## config.mk

```make
export PLATFORM = sky130hd
export DESIGN_NAME = apb4_master_engine
export DESIGN_NICKNAME = d
export VERILOG_FILES = /design/src/rtl/apb4_master_engine.sv
export SDC_FILE = /design/constraint.sdc
export NUM_CORES = 1
export LEC_CHECK = 0
export CORE_AREA = 4 4 181 183
export DETAILED_ROUTE_END_ITERATION = 6
export DIE_AREA = 0 0 185 187
export GPL_TIMING_DRIVEN = 0
export PLACE_DENSITY_LB_ADDON = 0.3
export SYNTH_ARGS = -nofsm -noshare
export SYNTH_HDL_FRONTEND = slang
export SYNTH_SLANG_ARGS = --single-unit
```

## constraint.sdc

```tcl
create_clock -name clk_i -period 2.8 [get_ports clk_i]
set_clock_uncertainty 0.2 [all_clocks]
set_input_delay 0.56 -clock clk_i [delete_from_list [all_inputs] [get_ports clk_i]]
set_output_delay 0.56 -clock clk_i [all_outputs]
set_load 0.05 [all_outputs]
```

## src/rtl/apb4_master_engine.sv

```systemverilog
`default_nettype none
// ============================================================================
// Module  : apb4_master_engine
// Brief   : Queued APB4 master with valid/ready command and response ports.
// Revision: 1.0 - initial release
// ============================================================================
module apb4_master_engine #(
    parameter int ADDR_WIDTH     = 32,
    parameter int DATA_WIDTH     = 32,
    parameter int CMD_DEPTH      = 4,
    parameter int TIMEOUT_CYCLES = 256
) (
    input  logic                    clk_i,
    input  logic                    rst_n_i,
    input  logic                    req_valid_i,
    output logic                    req_ready_o,
    input  logic                    req_write_i,
    input  logic [ADDR_WIDTH-1:0]   req_addr_i,
    input  logic [DATA_WIDTH-1:0]   req_wdata_i,
    input  logic [DATA_WIDTH/8-1:0] req_strb_i,
    input  logic [2:0]              req_prot_i,
    output logic                    rsp_valid_o,
    input  logic                    rsp_ready_i,
    output logic [DATA_WIDTH-1:0]   rsp_rdata_o,
    output logic                    rsp_err_o,
    output logic                    rsp_timeout_o,
    output logic                    busy_o,
    output logic [ADDR_WIDTH-1:0]   paddr_o,
    output logic [2:0]              pprot_o,
    output logic                    psel_o,
    output logic                    penable_o,
    output logic                    pwrite_o,
    output logic [DATA_WIDTH-1:0]   pwdata_o,
    output logic [DATA_WIDTH/8-1:0] pstrb_o,
    input  logic                    pready_i,
    input  logic [DATA_WIDTH-1:0]   prdata_i,
    input  logic                    pslverr_i
);

    localparam int c_strb_w = DATA_WIDTH / 8;
    localparam int c_ptr_w  = $clog2(CMD_DEPTH);
    localparam int c_cnt_w  = c_ptr_w + 1;
    localparam int c_tw     = (TIMEOUT_CYCLES > 1) ? $clog2(TIMEOUT_CYCLES) : 1;
    localparam logic [c_cnt_w-1:0] c_depth = c_cnt_w'(CMD_DEPTH);
    localparam logic [c_tw-1:0]    c_tlim  = c_tw'((TIMEOUT_CYCLES > 0) ? TIMEOUT_CYCLES - 1 : 0);

    localparam logic [1:0] S_IDLE   = 2'd0;
    localparam logic [1:0] S_SETUP  = 2'd1;
    localparam logic [1:0] S_ACCESS = 2'd2;
    localparam logic [1:0] S_RESP   = 2'd3;

    logic [1:0]            r_state;
    logic [1:0]            w_next_state;
    logic [c_cnt_w-1:0]    r_count;
    logic [c_ptr_w-1:0]    r_wptr;
    logic [c_ptr_w-1:0]    r_rptr;
    logic                  r_rst_done;
    logic [c_tw-1:0]       r_tcnt;

    logic                  r_mem_write [CMD_DEPTH];
    logic [ADDR_WIDTH-1:0] r_mem_addr  [CMD_DEPTH];
    logic [DATA_WIDTH-1:0] r_mem_wdata [CMD_DEPTH];
    logic [c_strb_w-1:0]   r_mem_strb  [CMD_DEPTH];
    logic [2:0]            r_mem_prot  [CMD_DEPTH];

    logic                  r_psel;
    logic                  r_penable;
    logic                  r_pwrite;
    logic [ADDR_WIDTH-1:0] r_paddr;
    logic [2:0]            r_pprot;
    logic [DATA_WIDTH-1:0] r_pwdata;
    logic [c_strb_w-1:0]   r_pstrb;

    logic                  r_rsp_valid;
    logic [DATA_WIDTH-1:0] r_rsp_rdata;
    logic                  r_rsp_err;
    logic                  r_rsp_timeout;

    logic                  w_fifo_ne;
    logic                  w_push;
    logic                  w_pop;
    logic                  w_tmo;
    logic                  w_done;

    assign w_fifo_ne = (r_count != '0);
    assign w_push    = req_valid_i && req_ready_o;
    // A new transfer is launched from IDLE, or straight out of RESP on handshake.
    assign w_pop     = w_fifo_ne && ((r_state == S_IDLE) || ((r_state == S_RESP) && rsp_ready_i));
    assign w_tmo     = (TIMEOUT_CYCLES != 0) && (r_state == S_ACCESS) && !pready_i && (r_tcnt == c_tlim);
    assign w_done    = (r_state == S_ACCESS) && pready_i;

    always_ff @(posedge clk_i) begin
        if (!rst_n_i) begin
            r_state <= S_IDLE;
        end else begin
            r_state <= w_next_state;
        end
    end

    always_comb begin
        w_next_state = r_state;
        case (r_state)
            S_IDLE:   if (w_fifo_ne) w_next_state = S_SETUP;
            S_SETUP:  w_next_state = S_ACCESS;
            S_ACCESS: if (pready_i || w_tmo) w_next_state = S_RESP;
            S_RESP:   if (rsp_ready_i) w_next_state = w_fifo_ne ? S_SETUP : S_IDLE;
            default:  w_next_state = S_IDLE;
        endcase
    end

    always_ff @(posedge clk_i) begin
        if (w_push) begin
            r_mem_write[r_wptr] <= req_write_i;
            r_mem_addr[r_wptr]  <= req_addr_i;
            r_mem_wdata[r_wptr] <= req_wdata_i;
            r_mem_strb[r_wptr]  <= req_strb_i;
            r_mem_prot[r_wptr]  <= req_prot_i;
        end
    end

    always_ff @(posedge clk_i) begin
        if (!rst_n_i) begin
            r_rst_done <= 1'b0;
            r_count    <= '0;
            r_wptr     <= '0;
            r_rptr     <= '0;
        end else begin
            r_rst_done <= 1'b1;
            if (w_push) r_wptr <= r_wptr + c_ptr_w'(1);
            if (w_pop)  r_rptr <= r_rptr + c_ptr_w'(1);
            case ({w_push, w_pop})
                2'b10:   r_count <= r_count + c_cnt_w'(1);
                2'b01:   r_count <= r_count - c_cnt_w'(1);
                default: r_count <= r_count;
            endcase
        end
    end

    always_ff @(posedge clk_i) begin
        if (!rst_n_i) begin
            r_psel    <= 1'b0;
            r_penable <= 1'b0;
            r_pwrite  <= 1'b0;
            r_paddr   <= '0;
            r_pprot   <= '0;
            r_pwdata  <= '0;
            r_pstrb   <= '0;
        end else if (w_pop) begin
            r_psel    <= 1'b1;
            r_penable <= 1'b0;
            r_pwrite  <= r_mem_write[r_rptr];
            r_paddr   <= r_mem_addr[r_rptr];
            r_pprot   <= r_mem_prot[r_rptr];
            r_pwdata  <= r_mem_write[r_rptr] ? r_mem_wdata[r_rptr] : '0;
            r_pstrb   <= r_mem_write[r_rptr] ? r_mem_strb[r_rptr]  : '0;
        end else if (r_state == S_SETUP) begin
            r_penable <= 1'b1;
        end else if (w_done || w_tmo) begin
            r_psel    <= 1'b0;
            r_penable <= 1'b0;
            r_pwrite  <= 1'b0;
            r_paddr   <= '0;
            r_pprot   <= '0;
            r_pwdata  <= '0;
            r_pstrb   <= '0;
        end
    end

    // Counts ACCESS cycles that saw pready low; cleared everywhere else.
    always_ff @(posedge clk_i) begin
        if (!rst_n_i) begin
            r_tcnt <= '0;
        end else if ((r_state == S_ACCESS) && !pready_i && !w_tmo) begin
            r_tcnt <= r_tcnt + c_tw'(1);
        end else begin
            r_tcnt <= '0;
        end
    end

    always_ff @(posedge clk_i) begin
        if (!rst_n_i) begin
            r_rsp_valid   <= 1'b0;
            r_rsp_rdata   <= '0;
            r_rsp_err     <= 1'b0;
            r_rsp_timeout <= 1'b0;
        end else if (w_done) begin
            r_rsp_valid   <= 1'b1;
            r_rsp_rdata   <= r_pwrite ? '0 : prdata_i;
            r_rsp_err     <= pslverr_i;
            r_rsp_timeout <= 1'b0;
        end else if (w_tmo) begin
            r_rsp_valid   <= 1'b1;
            r_rsp_rdata   <= '0;
            r_rsp_err     <= 1'b1;
            r_rsp_timeout <= 1'b1;
        end else if (r_rsp_valid && rsp_ready_i) begin
            r_rsp_valid   <= 1'b0;
            r_rsp_rdata   <= '0;
            r_rsp_err     <= 1'b0;
            r_rsp_timeout <= 1'b0;
        end
    end

    assign req_ready_o   = r_rst_done && (r_count != c_depth);
    assign busy_o        = w_fifo_ne || (r_state != S_IDLE);
    assign rsp_valid_o   = r_rsp_valid;
    assign rsp_rdata_o   = r_rsp_rdata;
    assign rsp_err_o     = r_rsp_err;
    assign rsp_timeout_o = r_rsp_timeout;
    assign psel_o        = r_psel;
    assign penable_o     = r_penable;
    assign pwrite_o      = r_pwrite;
    assign paddr_o       = r_paddr;
    assign pprot_o       = r_pprot;
    assign pwdata_o      = r_pwdata;
    assign pstrb_o       = r_pstrb;

endmodule
`default_nettype wire
```

Word-level counts from Yosys, hierarchy flattened
Memory sizes are Yosys's and may differ from the RTL's. A register that Yosys moved wholly into a read port is not among the register bits.
Index checks and enable logic that the tools add are counted.

storage, ports and cells
  memories kept = 5
  logic and storage cells = 111
  bits of input ports = 110
  output and inout port bits = 111
  RAM bits = 288
  flip-flop bits (word level) = 127

memory list
  memory       words  bits a word  read ports  clocked after Yosys merged registers in  write ports  RTL line  source
  r_mem_addr   4      32           1           1                                        1            61        logic [ADDR_WIDTH-1:0] r_mem_addr [CMD_DEPTH];
  r_mem_wdata  4      32           1           1                                        1            62        logic [DATA_WIDTH-1:0] r_mem_wdata [CMD_DEPTH];
  r_mem_strb   4      4            1           1                                        1            63        logic [c_strb_w-1:0] r_mem_strb [CMD_DEPTH];
  r_mem_prot   4      3            1           1                                        1            64        logic [2:0] r_mem_prot [CMD_DEPTH];
  r_mem_write  4      1            1           1                                        1            60        logic r_mem_write [CMD_DEPTH];

operators by class
  multiplexer cells = 44
  add/subtract/negate cells = 5
  reductions and logical operators = 28
  eq/ne operators = 11
  bitwise gates (word level) = 1

operator list
  operator                                              count
  2-to-1 mux 32 bit                                     9
  2-to-1 mux 2 bit                                      13
  2-to-1 mux 4 bit                                      4
  2-to-1 mux 1 bit                                      13
  nonzero test 2 bit                                    5
  logical AND 1 bit                                     9
  2-to-1 mux 3 bit                                      3
  adder 8 x 1 -> 8 bit (second input constant)          1
  equality test 8 bit (second input constant)           1
  inequality test 2 bit (second input constant)         4
  one-hot mux 2 bit (4 select lines)                    1
  equality test 2 bit (second input constant)           3
  one-hot mux 3 bit (2 select lines)                    1
  nonzero test 3 bit                                    2
  adder 2 x 1 -> 2 bit (second input constant)          2
  equality test 2 x 1 -> 1 bit (second input constant)  2
  logical OR 1 bit                                      4
  AND reduction 2 bit                                   2
  OR reduction 2 bit                                    2
  adder 3 x 1 -> 3 bit (second input constant)          1
  inequality test 3 bit (second input constant)         1
  AND reduction 3 bit                                   1
  subtractor 3 x 1 -> 3 bit (second input constant)     1
  zero test 1 bit                                       2
  other kinds (2)                                       2

Depth between registers and ports, before layout
  depth after elaboration = 7
  gate-level depth with buffers = 10
  depth with buffers taken out = 10

Worst setup path after synthesis
No wires, ideal clock.

  path type = flip-flop to flip-flop
  start = register r_count[0]
  end = memory r_mem_addr[0][0], enable pin
  library setup time = 439 ps
  setup slack = -612 ps
  arrival time = 2,774 ps
  cell stages (with the launch flop) = 3
  path through = dfxtp_1 o31a_1 and3_1

on the way
  longest elaborated chain between the ends = 5

RTL lines
  item                                    RTL line  source
  start: declaration                      54        logic [c_cnt_w-1:0] r_count;
  start signal: assignment                132       2'b10: r_count <= r_count + c_cnt_w'(1);
  start signal: assignment                133       2'b01: r_count <= r_count - c_cnt_w'(1);
  start signal: assignment                134       default: r_count <= r_count;
  inequality test 3 bit                   204       assign req_ready_o = r_rst_done && (r_count != c_depth);
  logical AND 1 bit                       204
  named net req_ready_o                   16        output logic req_ready_o,
  logical AND 1 bit                       86        assign w_push = req_valid_i && req_ready_o;
  2-to-1 mux 1 bit                        112       if (w_push) begin
  2-to-1 mux 1 bit (implied by the code)  114       r_mem_addr[r_wptr] <= req_addr_i;
  end: declaration                        61

The timed path passes the listed nets, and every way through them passes these cells.

Worst setup path in the final report
  start = register r_count[0]
  end = output port busy_o

on the way
  longest elaborated chain between the ends = 2

RTL lines
  item                RTL line  source
  nonzero test 3 bit  85        assign w_fifo_ne = (r_count != '0);
  logical OR 1 bit    205       assign busy_o = w_fifo_ne || (r_state != S_IDLE);
  end: declaration    27        output logic busy_o,

No other way between the ends.

==> metrics.txt <==
# TYPE chip_impl_metric gauge
chip_impl_metric{name="dp_slack",unit="ns"} -0.522
chip_impl_info{name="cts_tree",value="done"} 1
chip_impl_metric{name="initialDrtViolationCount",unit=""} 384
chip_impl_metric{name="grt_remaining_overflow",unit=""} 0
chip_impl_metric{name="post-route-period-util",unit=""} 0.967
chip_impl_metric{name="finalWorstSetupSlack",unit="ns"} 0.0914
chip_impl_metric{name="synth-compound-area-share",unit=""} 0.0761
chip_impl_metric{name="synth_sequential_area_ratio",unit=""} 0.760
chip_impl_metric{name="number_of_i_o_pins",unit=""} 221
chip_impl_metric{name="placementRows",unit=""} 65
chip_impl_metric{name="relSlewSlack",unit=""} 0.505
chip_impl_info{name="cts_root_buf",value="clkbuf_16"} 1
chip_impl_metric{name="holdPathStages",unit=""} 1
chip_impl_metric{name="timing.max_cap.violations",unit=""} 0
chip_impl_info{name="grt_setup_unrepaired",value="no"} 1
chip_impl_info{name="final_common_cell",value="edfxtp_1"} 1
chip_impl_metric{name="grt_start_max_net_pins",unit=""} 44
chip_impl_metric{name="finalMaxSlewViolations",unit=""} 0
chip_impl_metric{name="final_net_count",unit=""} 1137
chip_impl_metric{name="clock_tree.buffer_depth",unit=""} 3
chip_impl_metric{name="adder_cell_fraction_of_synth_area",unit=""} 0.0107
chip_impl_metric{name="coreArea",unit="mm2"} 0.0312
chip_impl_metric{name="post-route-util",unit=""} 0.611
chip_impl_metric{name="remaining_drc_errors",unit=""} 0
chip_impl_metric{name="gpl.final_weighted_congestion",unit=""} 0.755
chip_impl_info{name="layout_common_cells",value="288 x edfxtp_1, 218 x clkdlybuf4s50_1, 129 x dfxtp_1"} 1
chip_impl_metric{name="grt_antenna_before_repair",unit=""} 0
chip_impl_metric{name="cts_buffers",unit=""} 43
chip_impl_metric{name="cts_post_setup_buffers_inserted",unit=""} 0
chip_impl_metric{name="postSynthRegisterBits",unit=""} 417
chip_impl_metric{name="r2r.worst_path.cells",unit=""} 8
chip_impl_metric{name="die_width",unit="um"} 185
chip_impl_metric{name="min_period",unit="ns"} 2.71
chip_impl_metric{name="grt_first_pass_wirelength",unit="mm"} 46.9
chip_impl_metric{name="netlist_area",unit="mm2"} 0.0148
chip_impl_metric{name="cts.hold.buffers_added",unit=""} 0
chip_impl_metric{name="clock_sink_count",unit=""} 417
chip_impl_metric{name="synth_simple_gate_area_frac",unit=""} 0.0161
chip_impl_metric{name="ant_nets",unit=""} 0
chip_impl_metric{name="synth_mux_area_frac",unit=""} 0.111
chip_impl_metric{name="grt_util_all_layers",unit=""} 0.173
chip_impl_metric{name="timing_hold_violations_final",unit=""} 0
chip_impl_metric{name="avgSynthCellArea",unit="um2"} 19.8
chip_impl_metric{name="die-area",unit="mm2"} 0.0346
chip_impl_metric{name="drive_above_1_share",unit=""} 0.164
chip_impl_metric{name="irDropWorstVdd",unit="mV"} 0.546
chip_impl_info{name="timing.critical_path.to_type",value="output pin"} 1
chip_impl_metric{name="synth-edff-count",unit=""} 288
chip_impl_metric{name="flow.area_growth_from_synthesis",unit="%"} 29.1
chip_impl_metric{name="route.detailed.vias_per_inst",unit=""} 5.42
chip_impl_metric{name="synthArstFlopShare",unit=""} 0
chip_impl_metric{name="dp.final_hpwl",unit="mm"} 19.2
chip_impl_metric{name="synth.distinct_cells",unit=""} 39
chip_impl_metric{name="finalHoldWorstSlack",unit="ns"} 0.245
chip_impl_metric{name="worst-endpoint-arrival",unit="ns"} 1.95
chip_impl_metric{name="avgRoutedWirePerCell",unit="um"} 20.8
chip_impl_metric{name="worstMarginPinSlew",unit="ns"} 0.743
chip_impl_info{name="min-delay-path-class",value="flop to flop"} 1
chip_impl_info{name="crit_path_start",value="r_count[0]$_SDFFE_PN0P_"} 1
chip_impl_metric{name="clk_pin_slew",unit="ns"} 0.06
chip_impl_metric{name="synthesized_netlist_net_count",unit=""} 868
chip_impl_info{name="hold_start",value="r_tcnt[0]$_SDFF_PN0_"} 1
chip_impl_metric{name="detailroute.via_count",unit=""} 7878
chip_impl_metric{name="detail_route.wirelength",unit="mm"} 30.3
chip_impl_info{name="crit_type",value="flop to output pin"} 1
chip_impl_metric{name="h_tree_depth_reported_by_cts",unit=""} 2
chip_impl_info{name="r2r_startpoint",value="r_count[2]$_SDFFE_PN0P_"} 1
chip_impl_metric{name="start_util",unit=""} 0.473
chip_impl_metric{name="cp.required",unit="ns"} 2.04
chip_impl_metric{name="clock.fmax",unit="GHz"} 0.369
chip_impl_metric{name="ys.warnings.count",unit=""} 0
chip_impl_info{name="timing.critical_path.from_type",value="flop"} 1
chip_impl_metric{name="leakage",unit="uW"} 0.00636
chip_impl_metric{name="final-setup-viol-count",unit=""} 0
chip_impl_metric{name="drt-pass1-iter-count",unit=""} 4
chip_impl_metric{name="port-buffer-count",unit=""} 220
chip_impl_metric{name="synth-xor-area-share",unit=""} 0.00652
chip_impl_info{name="result_of_the_run",value="finished, final reports clean"} 1
chip_impl_info{name="synth_top_family_by_area",value="multiplexers"} 1
chip_impl_metric{name="power.density",unit="mW/mm2"} 983
chip_impl_metric{name="worstPathMaxFanout",unit=""} 6
chip_impl_metric{name="insertion_delay",unit="ns"} 0.53
chip_impl_metric{name="chipHeight",unit="um"} 187
chip_impl_metric{name="final.fill_count",unit=""} 2291
chip_impl_metric{name="synthCells",unit=""} 746
chip_impl_metric{name="first_global_vias",unit=""} 8342
chip_impl_info{name="ys_dominant_reg_cell",value="edfxtp_1"} 1
repair_timing:
item                                   4_1_cts  5_1_grt
gates resized for setup                      3        1
setup endpoints to repair                    4        1
endpoints found under the hold margin        0        0
stage by stage:
step,instances,TNS [ns],cell area [um2],power (uW)
after global routing,1452,0,19100,19600
final,1454,0,19100,18700
after CTS,1452,0,19100,19000
after floorplan,746,0,14800,11400
after detailed placement,1372,-34.40,17600,13100
after global placement,1368,-209.53,17500,13100
cell families (layout without fill, tap and decap cells):
kind of cell	count (synthesis)	count (layout)
other	0	2
multiplexers	74	74
AND/OR/NAND/NOR	48	48
flip-flops	417	417
buffers and inverters	56	360
adder cells (fa/ha/maj)	12	12
AO/OA/AOI/OAI	128	128
XOR/XNOR	11	11
final timing paths:
path	endpoint	slack, ns
worst max-delay path	busy_o	0.09
worst min-delay path	r_tcnt[0]$_SDFF_PN0_	0.24
worst max register to register	r_count[2]$_SDFFE_PN0P_	0.17
worst min register to register	r_tcnt[0]$_SDFF_PN0_	0.24
area by class of cell:
type	count	area, um2	share of cell area
Multi-Input combinational cell	273	3290	0.172
Sequential cell	417	11200	0.589
Clock inverter	17	246	0.0129
Antenna cell	2	5.00	0.000262
Tap cell	402	503	0.0264
Inverter	12	45.0	0.00236
Timing Repair Buffer	224	2310	0.121
Clock buffer	63	1210	0.0635
Buffer	44	240	0.0126
per-layer routing:
| metal | wire (um) | GRT usage | vias to the layer above |
|---|---|---|---|
| li1 | - | - | 3608 |
| met4 | 639 | 0.0469 | 0 |
| met3 | 2070 | 0.0387 | 49 |
| met1 | 12600 | 0.228 | 3980 |
| met5 | 0 | 0 | - |
| met2 | 14900 | 0.292 | 241 |
power by group:
group / internal, uW / switching, uW
Sequential: 7250 / 328
Clock: 3570 / 2240
Combinational: 2160 / 3210
state kept, by name (all words and copies together) (netlist names), 8 cells and up, named ones only:
signal and count:
r_mem_prot 12, pwdata_o 32, r_mem_addr 128, r_tcnt 8, paddr_o 32, r_mem_strb 16, r_mem_wdata 128, rsp_rdata_o 32
cell usage after synthesis, drive strengths merged, types with 4 or more instances:
cell / number / area share
a21oi: 9 / 0.0033
a22o: 68 / 0.040
a32o: 36 / 0.024
and3: 9 / 0.0038
buf: 25 / 0.011
clkbuf: 19 / 0.0048
dfxtp: 129 / 0.17
edfxtp: 288 / 0.59
ha: 11 / 0.0093
inv: 12 / 0.0030
mux4: 72 / 0.11
nand2: 9 / 0.0023
nor2: 19 / 0.0048
o21ai: 5 / 0.0017
xnor2: 7 / 0.0042
xor2: 4 / 0.0024
worst max-delay path: stages (launching register included):
cell,delay (ns)
dfxtp_1,0.36
nor3_2,0.45
nand2_1,0.15
dlygate4sd2_1,0.45
Note: power is estimated with default switching activity, not from simulation.
==> variant: new RTL, same settings <==
Set the parameter `ADDR_WIDTH` to 16 (it was 32).
--- a/src/rtl/apb4_master_engine.sv
+++ b/src/rtl/apb4_master_engine.sv
@@ -5,7 +5,7 @@
 // Revision: 1.0 - initial release
 // ============================================================================
 module apb4_master_engine #(
-    parameter int ADDR_WIDTH     = 32,
+    parameter int ADDR_WIDTH     = 16,
     parameter int DATA_WIDTH     = 32,
     parameter int CMD_DEPTH      = 4,
     parameter int TIMEOUT_CYCLES = 256
Ports: changed (resized paddr_o and req_addr_i); port bits go from 221 to 189. No check against the original RTL was run, so the function may have changed too.
==> variant against the unedited design <==
Area after synthesis down 13%. Final area down 13%. Fmax down 3.2%. Sequential power fell by 19%. First-iteration DRC count is 0.26% higher. Setup slack worse by 0.090 ns. Wire length fell by 6.3%. Total power shrank 20%. Sequential share of layout area shrank 4.7 points. Sequential cell count is 80 lower. Critical endpoint unchanged. Highest routed layer is now met5.
==> variant: results (changes against the unedited design) <==
- The last weighted congestion value of the routability-driven placer was 0.808 (+7.0%).
- The cell count after placement came to 1409 (+2.7%).
- The number of buffers inserted by port buffering is 188 (-15%).
- The ratio of routed vias to standard cells is 5.08 (-6.2%).
- The flow ran to the end, and the final reports show no timing, DRC or antenna violations.
- The number of nets in the layout was 1153 (+1.4%).
- The number of DRC markers in iteration 0 is 385 (+0.26%).
- The mean cell area of the mapped netlist is 15.8 sq um (-20%).
- Yosys attributes the largest share of cell area to edfxtp_1 52%, dfxtp_1 18%, mux4_2 9.1%.
- The wire length of the first global-routing pass is 43600 microns (-7.0%).
- The share of final-layout standard cells stronger than drive strength 1 was 13.6% (-2.8 points).
- The worst-path cell with the longest stage delay is dlygate4sd2_1.
- The highest ir drop seen on vdd is 0.701 mV (+28%).
- The worst slew slack as a fraction of its limit came to 61.5% (+11 points).
- The number of different library cells in the post-synthesis netlist came to 42 (+7.7%).
- The commonest cells after synthesis are 224 x edfxtp_1, 113 x dfxtp_1, 64 x a21oi_1, 58 x o21a_1, 52 x mux4_2.
- The worst slack after detailed placement was -0.623 ns (-0.101 ns).
- The pin count of the biggest net entering global routing is 48 (+9.1%).
- The via count of the first global-routing pass is 7711 (-7.6%).
- The depth of the worst register-to-register path was 9 (+1).
- The static leakage power is 0.00570 uW (-10%).
- The delay of the slowest cell on the worst path is 0.58 ns (+0.13 ns).
- In this run the critical register-to-register path is launched from r_state[1]$_SDFFE_PN0P_.
- The worst-skew pair later-pin latency was 0.50 ns (-0.03 ns).
- The detailed-placement wirelength estimate is 18700 microns (-2.9%).
- The class of the worst hold path is register to register.
- The routed wire length per instance was 19.2 microns (-7.6%).
- The count of flip-flops with a built-in enable after synthesis was 224 (-22%).
- The data arrival at the endpoint of the critical path is 2.04 ns (+0.09 ns).
- The standard cell area after detailed placement is 15400 sq um (-12%).
- The synthesized netlist net count is 921 (+6.1%).
- The total length of routed wires is 28400 microns (-6.3%).
- The share of synthesized area occupied by flip-flops and latches is 69.6% (-6.4 points).
- The number of antenna repair diodes was 0 (-2).
- The initial antenna violation count is 2 (+2).
## variant: changes by cell type in the layout (fill, tap and decap cells not counted), moves of 7 or more
| cell | delta |
|---|---|
| a22o_1 | -38 |
| dfxtp_1 | -16 |
| a21oi_1 | +55 |
| o21a_1 | +58 |
| mux4_2 | -20 |
| edfxtp_1 | -64 |
| o21ai_0 | +22 |
| clkbuf_16 | -7 |
| buf_4 | +7 |
| and2_1 | +32 |
| clkdlybuf4s50_1 | -32 |
| nand2_1 | +32 |
| and3_1 | +19 |
| a32o_1 | -36 |
## variant: stage by stage
step | hold slack [ns] | TNS [ns]
2_1_floorplan | 0.213 | 0
3_3_place_gp | 0.225 | -71.41
3_5_place_dp | 0.231 | -9.51
4_1_cts | 0.239 | -0.193
5_1_grt | 0.264 | -0.0631
6_report | 0.236 | 0
## variant: cells by family after synthesis
| kind of cell | synth area share [%] |
|---|---|
| fa+ha+maj | 1.22 |
| compound gates | 9.74 |
| flops | 69.6 |
| mux | 10.1 |
| xor+xnor | 0.746 |
| buf+inv | 2.80 |
| simple gates | 5.79 |
## variant: cell type report
cell class	count	area share, %
clock inverter	11	0.754
timing repair buffer	195	12.1
sequential	337	54.1
clock buffer	52	6.10
inverter	8	0.181
buffer	55	2.00
tap	402	3.03
multi-input combinational	415	21.7
## variant: path summary, 6_finish.rpt
path / to / slack (ns)
hold / removal: r_tcnt[0]$_SDFF_PN0_ / 0.24
setup / recovery: busy_o / 0.001
setup reg to reg: r_count[2]$_SDFFE_PN0P_ / 0.10
hold reg to reg: r_tcnt[0]$_SDFF_PN0_ / 0.24
## variant: repair_timing
item	in CTS	in global routing
gates resized for setup	4	1
buffers inserted	0	3
hold endpoints to repair	0	0
endpoints found under the setup margin	5	2
pin swaps	1	1
gates cloned	0	0
## variant: report_power, final
| part | total, uW | switching [uW] | internal [uW] |
|---|---|---|---|
| registers | 6110 | 281 | 5830 |
| clock network | 4560 | 1790 | 2780 |
| logic | 4400 | 2660 | 1730 |
## variant: metal layers
layer | vias up | wire length (microns) | track usage, %
li1 | 3588 | - | -
met1 | 3651 | 12400 | 21.3
met2 | 215 | 13600 | 26.7
met3 | 36 | 1930 | 3.97
met4 | 4 | 461 | 3.78
met5 | - | 34 | 0
## variant: critical path: cells and delay by family, from the launching register on
kind | cells | cell delay, ns
flops | 1 | 0.53
buf+inv | 2 | 0.79
simple gates | 2 | 0.22
